==> config.mk <==
export PLATFORM = sky130hd
export DESIGN_NAME = pulse_handshake_sync
export DESIGN_NICKNAME = d
export VERILOG_FILES = /design/src/rtl/pulse_handshake_pkg.sv /design/src/rtl/pulse_handshake_sync_bit_sync.sv /design/src/rtl/pulse_handshake_sync.sv
export SDC_FILE = /design/constraint.sdc
export NUM_CORES = 1
export LEC_CHECK = 0
export ABC_AREA = 1
export CAP_MARGIN = 0
export CELL_PAD_IN_SITES_DETAIL_PLACEMENT = 0
export CELL_PAD_IN_SITES_GLOBAL_PLACEMENT = 1
export CORE_AREA = 2 2 39 41
export CTS_CLUSTER_DIAMETER = 50
export DETAILED_ROUTE_END_ITERATION = 8
export DIE_AREA = 0 0 41 43
export GPL_TIMING_DRIVEN = 0
export PLACE_DENSITY_LB_ADDON = 0.1
export SYNTH_ARGS = -nofsm -noshare
export SYNTH_HDL_FRONTEND = slang
export SYNTH_HIERARCHICAL = 1
export SYNTH_SLANG_ARGS = --single-unit
export TNS_END_PERCENT = 20
==> constraint.sdc <==
create_clock -name clk -period 1.25 [get_ports clk]
set_clock_uncertainty 0.15 [all_clocks]
set_input_delay 0.25 -clock clk [delete_from_list [all_inputs] [get_ports clk]]
set_output_delay 0.25 -clock clk [all_outputs]
set_load 0.02 [all_outputs]
==> src/rtl/pulse_handshake_pkg.sv <==
// Shared constants for the toggle-handshake strobe synchronizer.
// Also holds the saturating increment used by the optional drop counter.
package pulse_handshake_pkg;

    localparam int unsigned SYNC_STAGES_DEFAULT = 2;
    localparam int unsigned SYNC_STAGES_MIN     = 2;
    localparam int unsigned SYNC_STAGES_MAX     = 4;
    localparam int unsigned DROP_CNT_W          = 16;

    typedef logic [DROP_CNT_W-1:0] drop_cnt_t;

    function automatic drop_cnt_t sat_inc(input drop_cnt_t v);
        return (v == '1) ? v : v + 1'b1;
    endfunction

endpackage

==> src/rtl/pulse_handshake_sync_bit_sync.sv <==
// N-stage single-bit synchronizer chain.
// Asynchronous active-high reset clears every stage to 0.
module bit_sync
    import pulse_handshake_pkg::*;
#(
    parameter int unsigned STAGES = SYNC_STAGES_DEFAULT
) (
    input  logic clk,
    input  logic reset,
    input  logic d,
    output logic q
);

    logic [STAGES-1:0] sync_q;
    logic [STAGES-1:0] sync_d;

    always_comb begin
        sync_d = {sync_q[STAGES-2:0], d};
    end

    always_ff @(posedge clk or posedge reset) begin
        if (reset) begin
            sync_q <= '0;
        end else begin
            sync_q <= sync_d;
        end
    end

    assign q = sync_q[STAGES-1];

endmodule

==> src/rtl/pulse_handshake_sync.sv <==
// Loss-free single-strobe transfer using a toggle request/acknowledge handshake.
// Optional drop detection (source_drop, drop_count) is enabled by PULSE_HANDSHAKE_DROP_DETECT_EN.
module pulse_handshake_sync
    import pulse_handshake_pkg::*;
#(
    parameter int unsigned SYNC_STAGES = SYNC_STAGES_DEFAULT
) (
    input  logic                  clk,
    input  logic                  reset,
    input  logic                  source_strobe,
    output logic                  source_stall,
    input  logic                  dest_stall,
    output logic                  dest_strobe
`ifdef PULSE_HANDSHAKE_DROP_DETECT_EN
    ,
    output logic                  source_drop,
    output logic [DROP_CNT_W-1:0] drop_count
`endif
);

    generate
        if (SYNC_STAGES < SYNC_STAGES_MIN || SYNC_STAGES > SYNC_STAGES_MAX) begin : g_bad_stages
            $error("pulse_handshake_sync: SYNC_STAGES=%0d outside %0d..%0d",
                   SYNC_STAGES, SYNC_STAGES_MIN, SYNC_STAGES_MAX);
        end
    endgenerate

    logic req_toggle_q, req_toggle_d;
    logic req_seen_q,   req_seen_d;
    logic dest_strobe_q, dest_strobe_d;
    logic req_sync;
    logic ack_sync;
    logic accept;
    logic dest_event;
    logic deliver;

    bit_sync #(.STAGES(SYNC_STAGES)) u_req_sync (
        .clk   (clk),
        .reset (reset),
        .d     (req_toggle_q),
        .q     (req_sync)
    );

    bit_sync #(.STAGES(SYNC_STAGES)) u_ack_sync (
        .clk   (clk),
        .reset (reset),
        .d     (req_seen_q),
        .q     (ack_sync)
    );

    // A strobe is in flight from request toggle until its acknowledge returns.
    always_comb begin
        source_stall = req_toggle_q ^ ack_sync;
        accept       = source_strobe & ~source_stall;
        req_toggle_d = req_toggle_q ^ accept;
    end

    always_comb begin
        dest_event    = req_sync ^ req_seen_q;
        deliver       = dest_event & ~dest_stall;
        dest_strobe_d = deliver;
        req_seen_d    = deliver ? req_sync : req_seen_q;
    end

    always_ff @(posedge clk or posedge reset) begin
        if (reset) begin
            req_toggle_q  <= 1'b0;
            req_seen_q    <= 1'b0;
            dest_strobe_q <= 1'b0;
        end else begin
            req_toggle_q  <= req_toggle_d;
            req_seen_q    <= req_seen_d;
            dest_strobe_q <= dest_strobe_d;
        end
    end

    assign dest_strobe = dest_strobe_q;

`ifdef PULSE_HANDSHAKE_DROP_DETECT_EN
    logic      source_drop_q, source_drop_d;
    drop_cnt_t drop_count_q,  drop_count_d;

    always_comb begin
        source_drop_d = source_strobe & source_stall;
        drop_count_d  = source_drop_d ? sat_inc(drop_count_q) : drop_count_q;
    end

    always_ff @(posedge clk or posedge reset) begin
        if (reset) begin
            source_drop_q <= 1'b0;
            drop_count_q  <= '0;
        end else begin
            source_drop_q <= source_drop_d;
            drop_count_q  <= drop_count_d;
        end
    end

    assign source_drop = source_drop_q;
    assign drop_count  = drop_count_q;
`endif

endmodule

# Word-level counts from Yosys, hierarchy flattened
# Index checks and enable logic that the tools add are counted.
[word_totals] output_inout_bits=2 regBits=7 word_cells=12 inputBits=4
[op_classes] n_bitwise=7
[op_table] op="$xor A1 B1 Y1" count=3
[op_table] op="$and A1 B1 Y1" count=2
[op_table] op="$not A1 Y1" count=2

# Depth between registers and ports, before layout
# Gate-level depths: netlist of the first run.
[logic_depth] ltp_word=4 depth_mapped=3 mapped_depth_nobuf=3

# Cells and area by module
# Netlist of the first run, hierarchy kept.
[modules_own_cells] mod="pulse_handshake_sync" instances=1 area_each_um2=138.9 cells_each=19 seq_area_each_um2=75.1
[modules_own_cells] mod="bit_sync" instances=2 area_each_um2=53.8 cells_each=3 seq_area_each_um2=50.0

# Least setup slack after synthesis of the first run
# Ideal clock, no wire load.
[synth_timing] path_type="reg-to-output" start="reg with a tool-made name" end="out source_stall" path_buffers=0 setup_slack_ns=0.097 stages_incl_launch_ff=4 required_time_ns=0.850 arrival_ns=0.753 path_cell_list="dfrtp_1 nand2_1 inv_1 nor2_1"
[synth_rtl] element="end, declared" line="pulse_handshake_sync.sv:11" text="output logic source_stall,"

# Final worst setup path of the first run
[layout_timing] start="reg u_ack_sync.sync_q[1]" end="out source_stall"
[layout_between] elab_chain_len=1
[layout_rtl] element="start, declared" line="pulse_handshake_sync_bit_sync.sv:14" text="logic [STAGES-1:0] sync_q;"
[layout_rtl] element="start signal, assigned" line="pulse_handshake_sync_bit_sync.sv:25" text="sync_q <= sync_d;"
[layout_rtl] element="$xor A1 B1 Y1" line="pulse_handshake_sync.sv:53" text="source_stall = req_toggle_q ^ ack_sync;"
# Every way passes these cells.

==> metrics.yaml, run 1 <==
grt_pass1_vias: 166
io_pins: 6
core_um2: 1380
finalCriticalPeriod_ns: 1.36
reg2reg_slack_ns: 0.35
cts_buffers: 3
place_ws_ns: -0.339
postLayoutCoreUtil: 0.248
hold_class: "input port to async pin"
clk_latency_ns: 0.25
wirelength_met1_um: 192
dr.pass1.iters: 1
placementRows: 14
design_area_um2: 343
placed_cell_area_um2: 317
antenna_found_initial: 0
ant_nets: 0
die_y_um: 43
slowest_delay_ns: 0.40
die-area_um2: 1760
ys_seq_area_frac: 0.711
drc: 0
netlist_area_um2: 246
max_freq_mhz: 735
setup_viol: 1
final_cells: 51
cts_hold_buf: 0
routedWlPerCell_um: 8.25
slowest_stage: "dfrtp_1"
path_cells: "nand2_1 > inv_1 > nor2_1 > buf_4"
worst-endpoint-required_ns: 0.85
final_cell_mix: "nand2_1 (7), dfrtp_1 (7), inv_1 (6)"
fin_ws_ns: -0.110
clkTransAtPathRegs_ns: 0.05
status: "complete, but fails checks"
syn-instance-count: 25
syn-num-nets: 29
drtIter0Drc: 0
holdWs_ns: 0.0632
crit_arrival_ns: 0.96
numClockSinks: 7
overflow: 0
synth_area_per_cell_um2: 9.86
violations: "negative setup slack"
rsz0062_at_grt: "true"
diodes: 0
max-cap-violations: 0
io_buffer_count: 5
tightest_slew_ns: 0.137
slew_viol_final: 0
hpwl_um: 323
cts_root_buf: "clkbuf_4"
clockBufferDepth: 2
totalPowerFinal_mw: 0.566
viasPerCell: 3.49
via_count: 178
cts_tree: "yes"
grt_max_degree: 5
fin_crit_sh: 1.09
vdd_drop_max_mv: 0.430
worstSetupStartpointType: "flop"
place_inst: 46
drt_wl_total_um: 421
cts.htree.levels: 1
setup-tns-final_ns: -0.110
gp_congestion: 0.619
highest_layer: "met3"
synth-seq-cells: 7
power_density_nw_per_um2: 1650
wl_met2_um: 212
ys.warnings.count: 6
synth_cell_types: 6
final_net_count: 40
syn_to_final_growth_pct: 39.1
p_leak_nw: 0.188
maxSlewHeadroom: 0.909
chipWidth_um: 41
wl_met3_um: 16
grt_use_total: 0.0740
hold_viol: 0
layout-drive-gt1-share: 0.200
crit_fanout: 3
critPathCaptureType: "output pin"
critical_path_class: "flop to output pin"
grt_pass1_wl_um: 724
start_util: 0.178
[cell usage after synthesis]
cell     number  area [µm²]
dfrtp_1       7         175
o21ai_1       1        5.00
nor2_2        1        6.26
nand2_1       7        26.3
nor2_1        3        11.3
inv_1         6        22.5
[worst paths after layout]
path / endpoint / cells after the start / startpoint
worst min-delay path: u_req_sync/sync_q[1]$_DFF_PP0_ / 2 / reset
worst min register to register: u_ack_sync/sync_q[1]$_DFF_PP0_ / 0 / u_ack_sync/sync_q[0]$_DFF_PP0_
worst max-delay path: source_stall / 4 / u_ack_sync/sync_q[1]$_DFF_PP0_
max in group asynchronous: dest_strobe$_DFF_PP0_ / 2 / reset
min in group clk: u_ack_sync/sync_q[1]$_DFF_PP0_ / 0 / u_ack_sync/sync_q[0]$_DFF_PP0_
worst max register to register: flop / 3 / flop
[what timing repair did]
action                                  in CTS  in global routing
setup buffers                                1                  0
endpoints found under the setup margin       2                  1
endpoints found under the hold margin        0                  0
resized for setup                            9                  0
gates cloned                                 0                  0
[metal layers]
| metal | track usage | vias up |
|---|---|---|
| met2 | 0.0781 | 2 |
| met3 | 0.0785 | 0 |
| li1 | - | 90 |
| met5 | 0 | - |
| met1 | 0.0797 | 86 |
| met4 | 0.0600 | 0 |
[critical path: cells and delay by family (launching register included)]
family / cells / cell delay (ns)
and+or+nand+nor: 2 / 0.14
buffers and inverters: 2 / 0.17
DFF: 1 / 0.40
[cell families (layout without fill, tap and decap cells)]
kind of cell / count (synthesis) / after routing / share of synthesized area
AND/OR/NAND/NOR: 11 / 11 / 0.178
AO/OA/AOI/OAI: 1 / 1 / 0.0203
buffers and inverters: 6 / 16 / 0.0914
flip-flops: 7 / 7 / 0.711
[layout make-up]
cell class	count	area, µm²
multi-input combinational	12	48.8
sequential	7	175
timing repair buffer	6	50.0
tap	16	20.0
fill	153	1040
clock buffer	4	26.3
inverter	6	22.5
[where the power goes]
part | switching [mW] | internal, mW
Sequential | 0.0189 | 0.259
Clock | 0.0831 | 0.122
Combinational | 0.0437 | 0.0388
No activity file was read; power rests on OpenSTA's default activity.
==> inputs of run 2 (changes only) <==
--- a/config.mk
+++ b/config.mk
@@ -10,10 +10,12 @@
 export CELL_PAD_IN_SITES_DETAIL_PLACEMENT = 0
 export CELL_PAD_IN_SITES_GLOBAL_PLACEMENT = 1
 export CORE_AREA = 2 2 39 41
+export CTS_BUF_LIST = sky130_fd_sc_hd__clkbuf_8
 export CTS_CLUSTER_DIAMETER = 50
 export DETAILED_ROUTE_END_ITERATION = 8
 export DIE_AREA = 0 0 41 43
 export GPL_TIMING_DRIVEN = 0
+export HOLD_SLACK_MARGIN = 0.08
 export PLACE_DENSITY_LB_ADDON = 0.1
 export SYNTH_ARGS = -nofsm -noshare
 export SYNTH_HDL_FRONTEND = slang
==> run 2 against run 1 <==
  * The run still ends with negative setup slack left
  * Clock power grew 52%
  * Combinational power grew 3.6%
  * Via count grew 3.4%
==> metrics.yaml, run 2 (same netlist as run 1, synthesis figures left out) <==
slew_viol_final: 0  # unchanged
finalCriticalPeriod_ns: 1.33  # -0.0263 ns
hpwl_um: 323  # unchanged
path_cells: "nand2_1 > inv_1 > nor2_1 > buf_4"
totalPowerFinal_mw: 0.677  # +20%
cts_buffers: 3  # unchanged
crit_family: "flip-flops"
syn_to_final_growth_pct: 49.2
die_y_um: 43  # unchanged
via_count: 184  # +3.4%
chipWidth_um: 41  # unchanged
grt_pass1_wl_um: 724  # unchanged
grt_max_degree: 5  # unchanged
power_density_nw_per_um2: 1840  # +12%
fin_crit_sh: 1.07  # -0.0210
overflow: 0  # unchanged
grt_use_total: 0.0740  # unchanged
drt_wl_total_um: 427  # +1.4%
crit_fanout: 3  # unchanged
max_freq_mhz: 750  # +2.0%
drtIter0Drc: 1  # +1
final_net_count: 40  # unchanged
clkTransAtPathRegs_ns: 0.04  # about the same
io_pins: 6  # unchanged
hold_class: "input port to async pin"
cts.htree.levels: 1  # unchanged
reg2reg_slack_ns: 0.35  # about the same
clockBufferDepth: 2  # unchanged
die-area_um2: 1760  # unchanged
critPathCaptureType: "output pin"
hold_viol: 0  # unchanged
critical_path_class: "flop to output pin"
rsz0062_at_grt: "true"
p_leak_nw: 0.199  # +6.2%
antenna_found_initial: 0  # unchanged
worst-endpoint-required_ns: 0.85  # about the same
worstSetupStartpointType: "flop"
numClockSinks: 7  # unchanged
clk_latency_ns: 0.22  # -0.03 ns
place_inst: 46  # unchanged
cts_hold_buf: 0  # unchanged
crit_arrival_ns: 0.93  # -0.03 ns
status: "complete, but fails checks"
tightest_slew_ns: 0.135  # -0.00199 ns
dr.pass1.iters: 2  # +1
critical_path_buf_inv_count: 2  # unchanged
core_um2: 1380  # unchanged
diodes: 0  # unchanged
max-cap-violations: 0  # unchanged
gp_congestion: 0.619  # unchanged
setup_viol: 1  # unchanged
drc: 0  # unchanged
violations: "negative setup slack"
io_buffer_count: 5  # unchanged
grt_pass1_vias: 166  # unchanged
maxSlewHeadroom: 0.910  # +0.00133
start_util: 0.178  # unchanged
slowest_delay_ns: 0.39  # about the same
cts_root_buf: "clkbuf_8"
ant_nets: 0  # unchanged
holdWs_ns: 0.0885  # +0.0253 ns
placementRows: 14  # unchanged
slowest_stage: "dfrtp_1"
final_cell_mix: "nand2_1 (7), inv_1 (7), dfrtp_1 (7)"
fin_ws_ns: -0.0839  # +0.0263 ns
layout-drive-gt1-share: 0.200  # unchanged
vdd_drop_max_mv: 0.520  # +21%
cts_tree: "yes"
final_cells: 51  # unchanged
routedWlPerCell_um: 8.37  # +1.4%
viasPerCell: 3.61  # +3.4%
-- run 2: area by class of cell --
type | count | area [µm²]
well taps | 16 | 20.0
inverters | 6 | 22.5
clock buffers | 3 | 41.3
repair buffers | 6 | 56.3
clock inverters | 1 | 3.75
fillers | 153 | 1020
flip-flops and latches | 7 | 175
multi-input cells | 12 | 48.8
-- run 2: power breakdown --
part	internal [mW]	leakage, nW	total [mW]	switching, mW
registers	0.260	0.0848	0.279	0.0187
clock network	0.212	0.0269	0.312	0.0999
logic	0.0418	0.0874	0.0856	0.0438
-- run 2: repair_timing --
item,4_1_cts,5_1_grt
endpoints found under the setup margin,2,1
pin swaps,0,0
setup buffers,1,0
resized for setup,8,0
gates cloned,0,0
-- run 2: final timing paths --
| path | start | to | cells past startpoint |
|---|---|---|---|
| worst max-delay path | u_ack_sync/sync_q[1]$_DFF_PP0_ | source_stall | 4 |
| worst min-delay path | reset | u_req_sync/sync_q[1]$_DFF_PP0_ | 2 |
| worst max register to register | flop | flop | 3 |
| worst min register to register | u_ack_sync/sync_q[0]$_DFF_PP0_ | u_ack_sync/sync_q[1]$_DFF_PP0_ | 0 |
| max in group asynchronous | reset | dest_strobe$_DFF_PP0_ | 2 |
| min in group clk | u_ack_sync/sync_q[0]$_DFF_PP0_ | u_ack_sync/sync_q[1]$_DFF_PP0_ | 0 |
-- run 2: stage by stage --
step / util / instance area, µm² / TNS, ns / setup slack [ns]
2_1_floorplan: - / 246 / 0 / 0.0975
3_3_place_gp: 0.229 / 317 / -0.362 / -0.317
3_5_place_dp: 0.229 / 317 / -0.385 / -0.339
4_1_cts: 0.266 / 368 / -0.0992 / -0.0992
5_1_grt: 0.266 / 368 / -0.161 / -0.161
6_report: 0.266 / 368 / -0.0839 / -0.0839
-- run 2: metal layers --
layer,routed length (µm),global-route usage,share of wire
met5,0,0,0
met4,0,0.0600,0
met3,16,0.0785,0.037
met2,214,0.0781,0.50
met1,196,0.0797,0.46
==> inputs of run 3 (changes only) <==
--- a/config.mk
+++ b/config.mk
@@ -14,11 +14,10 @@
 export CTS_CLUSTER_DIAMETER = 50
 export DETAILED_ROUTE_END_ITERATION = 8
 export DIE_AREA = 0 0 41 43
-export GPL_TIMING_DRIVEN = 0
 export HOLD_SLACK_MARGIN = 0.08
 export PLACE_DENSITY_LB_ADDON = 0.1
 export SYNTH_ARGS = -nofsm -noshare
 export SYNTH_HDL_FRONTEND = slang
 export SYNTH_HIERARCHICAL = 1
 export SYNTH_SLANG_ARGS = --single-unit
-export TNS_END_PERCENT = 20
+export TNS_END_PERCENT = 50
==> run 3 against run 2 <==
  * Largest power group unchanged
  * Worst hold slack worse by 0.0092 ns
  * Total power up 3.1%
  * Sequential power about the same
  * Critical endpoint unchanged
  * First-iteration DRC count up 100%
  * Clock power up 3%
  * Worst setup slack worse by 0.0069 ns
  * Largest cell class unchanged
  * The flow still finishes with violations (negative setup slack)
==> metrics.yaml, run 3 (same netlist as run 1, synthesis figures left out) <==
dr.pass1.iters: 3  # +1
drc: 0  # unchanged
die_y_um: 43  # unchanged
final_cell_mix: "nand2_1 (7), dfrtp_1 (7), inv_1 (6)"
cts_buffers: 3  # unchanged
combPwrFrac: 0.141  # +0.015
worstSetupStartpointType: "flop"
die-area_um2: 1760  # unchanged
critPathCaptureType: "output pin"
fin_ws_ns: -0.0907  # -0.00689 ns
hold_class: "input port to async pin"
final_net_count: 42  # +5.0%
clockBufferDepth: 2  # unchanged
overflow: 0  # unchanged
slew_viol_final: 0  # unchanged
max_freq_mhz: 746  # -0.51%
via_count: 187  # +1.6%
p_sw_frac: 0.242  # +0.00221
pwr-share-seq: 0.400  # -0.012
drtIter0Drc: 2  # +1
clk_latency_ns: 0.23  # about the same
place_inst: 47  # +2.2%
io_pins: 6  # unchanged
cts_root_buf: "clkbuf_8"
holdWs_ns: 0.0793  # -0.00918 ns
cts.htree.levels: 1  # unchanged
p_leak_nw: 0.207  # +4.1%
placementRows: 14  # unchanged
clkTransAtPathRegs_ns: 0.04  # about the same
critical_path_class: "flop to output pin"
postLayoutCoreUtil: 0.278  # +0.0118
setup_viol: 1  # unchanged
core_um2: 1380  # unchanged
numClockSinks: 7  # unchanged
status: "complete, but fails checks"
hold_viol: 0  # unchanged
p_int_mw: 0.529  # +2.8%
grt_pass1_wl_um: 731  # +0.97%
cts_tree: "yes"
crit_arrival_ns: 0.94  # about the same
vdd_drop_max_mv: 0.702  # +35%
antenna_found_initial: 0  # unchanged
gp_congestion: 0.613  # -0.91%
max-cap-violations: 0  # unchanged
hpwl_um: 299  # -7.4%
fin_crit_sh: 1.07  # +0.00551
finalCriticalPeriod_ns: 1.34  # +0.00689 ns
rsz0062_at_grt: "true"
ant_nets: 0  # unchanged
drt_wl_total_um: 424  # -0.70%
start_util: 0.178  # unchanged
grt_use_total: 0.0752  # +0.00117
power_density_nw_per_um2: 1820  # -1.3%
diodes: 0  # unchanged
grt_pass1_vias: 172  # +3.6%
viasPerCell: 3.53  # -2.2%
layout-drive-gt1-share: 0.270  # +0.0703
syn_to_final_growth_pct: 55.8
maxSlewHeadroom: 0.911  # about the same
chipWidth_um: 41  # unchanged
cts_hold_buf: 0  # unchanged
crit_fanout: 3  # unchanged
pwr-share-clk: 0.459  # -0.003
tightest_slew_ns: 0.134  # -0.00123 ns
routedWlPerCell_um: 8.00  # -4.4%
violations: "negative setup slack"
power.switching_mw: 0.169  # +4.1%
worst-endpoint-required_ns: 0.85  # about the same
io_buffer_count: 5  # unchanged
reg2reg_slack_ns: 0.23  # -0.12 ns
final_cells: 53  # +3.9%
grt_max_degree: 6  # +1
run 3: area by class of cell:
class / count / area (µm²)
timing repair buffer: 8 / 71.3
clock inverter: 1 / 5.00
tap: 16 / 20.0
clock buffer: 3 / 41.3
sequential: 7 / 175
fill: 153 / 1000
inverter: 6 / 22.5
multi-input combinational: 12 / 48.8
run 3: metrics by stage:
step | setup TNS [ns] | power (mW) | worst slack (ns) | instance area, µm²
detailed placement | -0.367 | 0.372 | -0.320 | 324
floorplan | 0 | 0.324 | 0.0975 | 246
global route | -0.153 | 0.748 | -0.153 | 384
finish | -0.0907 | 0.698 | -0.0907 | 384
CTS | -0.103 | 0.706 | -0.103 | 377
global placement | -0.361 | 0.373 | -0.314 | 324
run 3: timing repair:
item	CTS	global route
setup buffers	1	1
setup endpoints to repair	2	1
resized for setup	8	0
pin swaps	1	0
run 3: layer usage:
metal	wire length, µm	track usage
met4	14	0.0400
met5	0	0
met1	166	0.0836
met3	39	0.0942
met2	203	0.0781
run 3: path summary, 6_finish.rpt:
path	from	to	depth (start not counted)
worst max-delay path	u_ack_sync/sync_q[1]$_DFF_PP0_	source_stall	4
worst min-delay path	reset	u_req_sync/sync_q[0]$_DFF_PP0_	2
worst max register to register	flop	u_req_sync/sync_q[0]$_DFF_PP0_	3
worst min register to register	u_ack_sync/sync_q[0]$_DFF_PP0_	u_ack_sync/sync_q[1]$_DFF_PP0_	0
max in group asynchronous	reset	async pin	2
min in group clk	u_ack_sync/sync_q[0]$_DFF_PP0_	u_ack_sync/sync_q[1]$_DFF_PP0_	0
run 3: worst max-delay path, stage by stage (launching register included):
cell,delay [ns]
dfrtp_1,0.39
nand2_1,0.07
inv_1,0.03
nor2_1,0.07
buf_4,0.14
run 3: power by group through the flow:
| stage | Clock (mW) | Sequential [mW] | Combinational (mW) |
|---|---|---|---|
| after global placement | 0 | 0.284 | 0.0887 |
| after detailed placement | 0 | 0.284 | 0.0884 |
| final | 0.320 | 0.279 | 0.0983 |
| after CTS | 0.333 | 0.281 | 0.0922 |
| after floorplan | 0 | 0.284 | 0.0399 |
| after global routing | 0.356 | 0.284 | 0.109 |
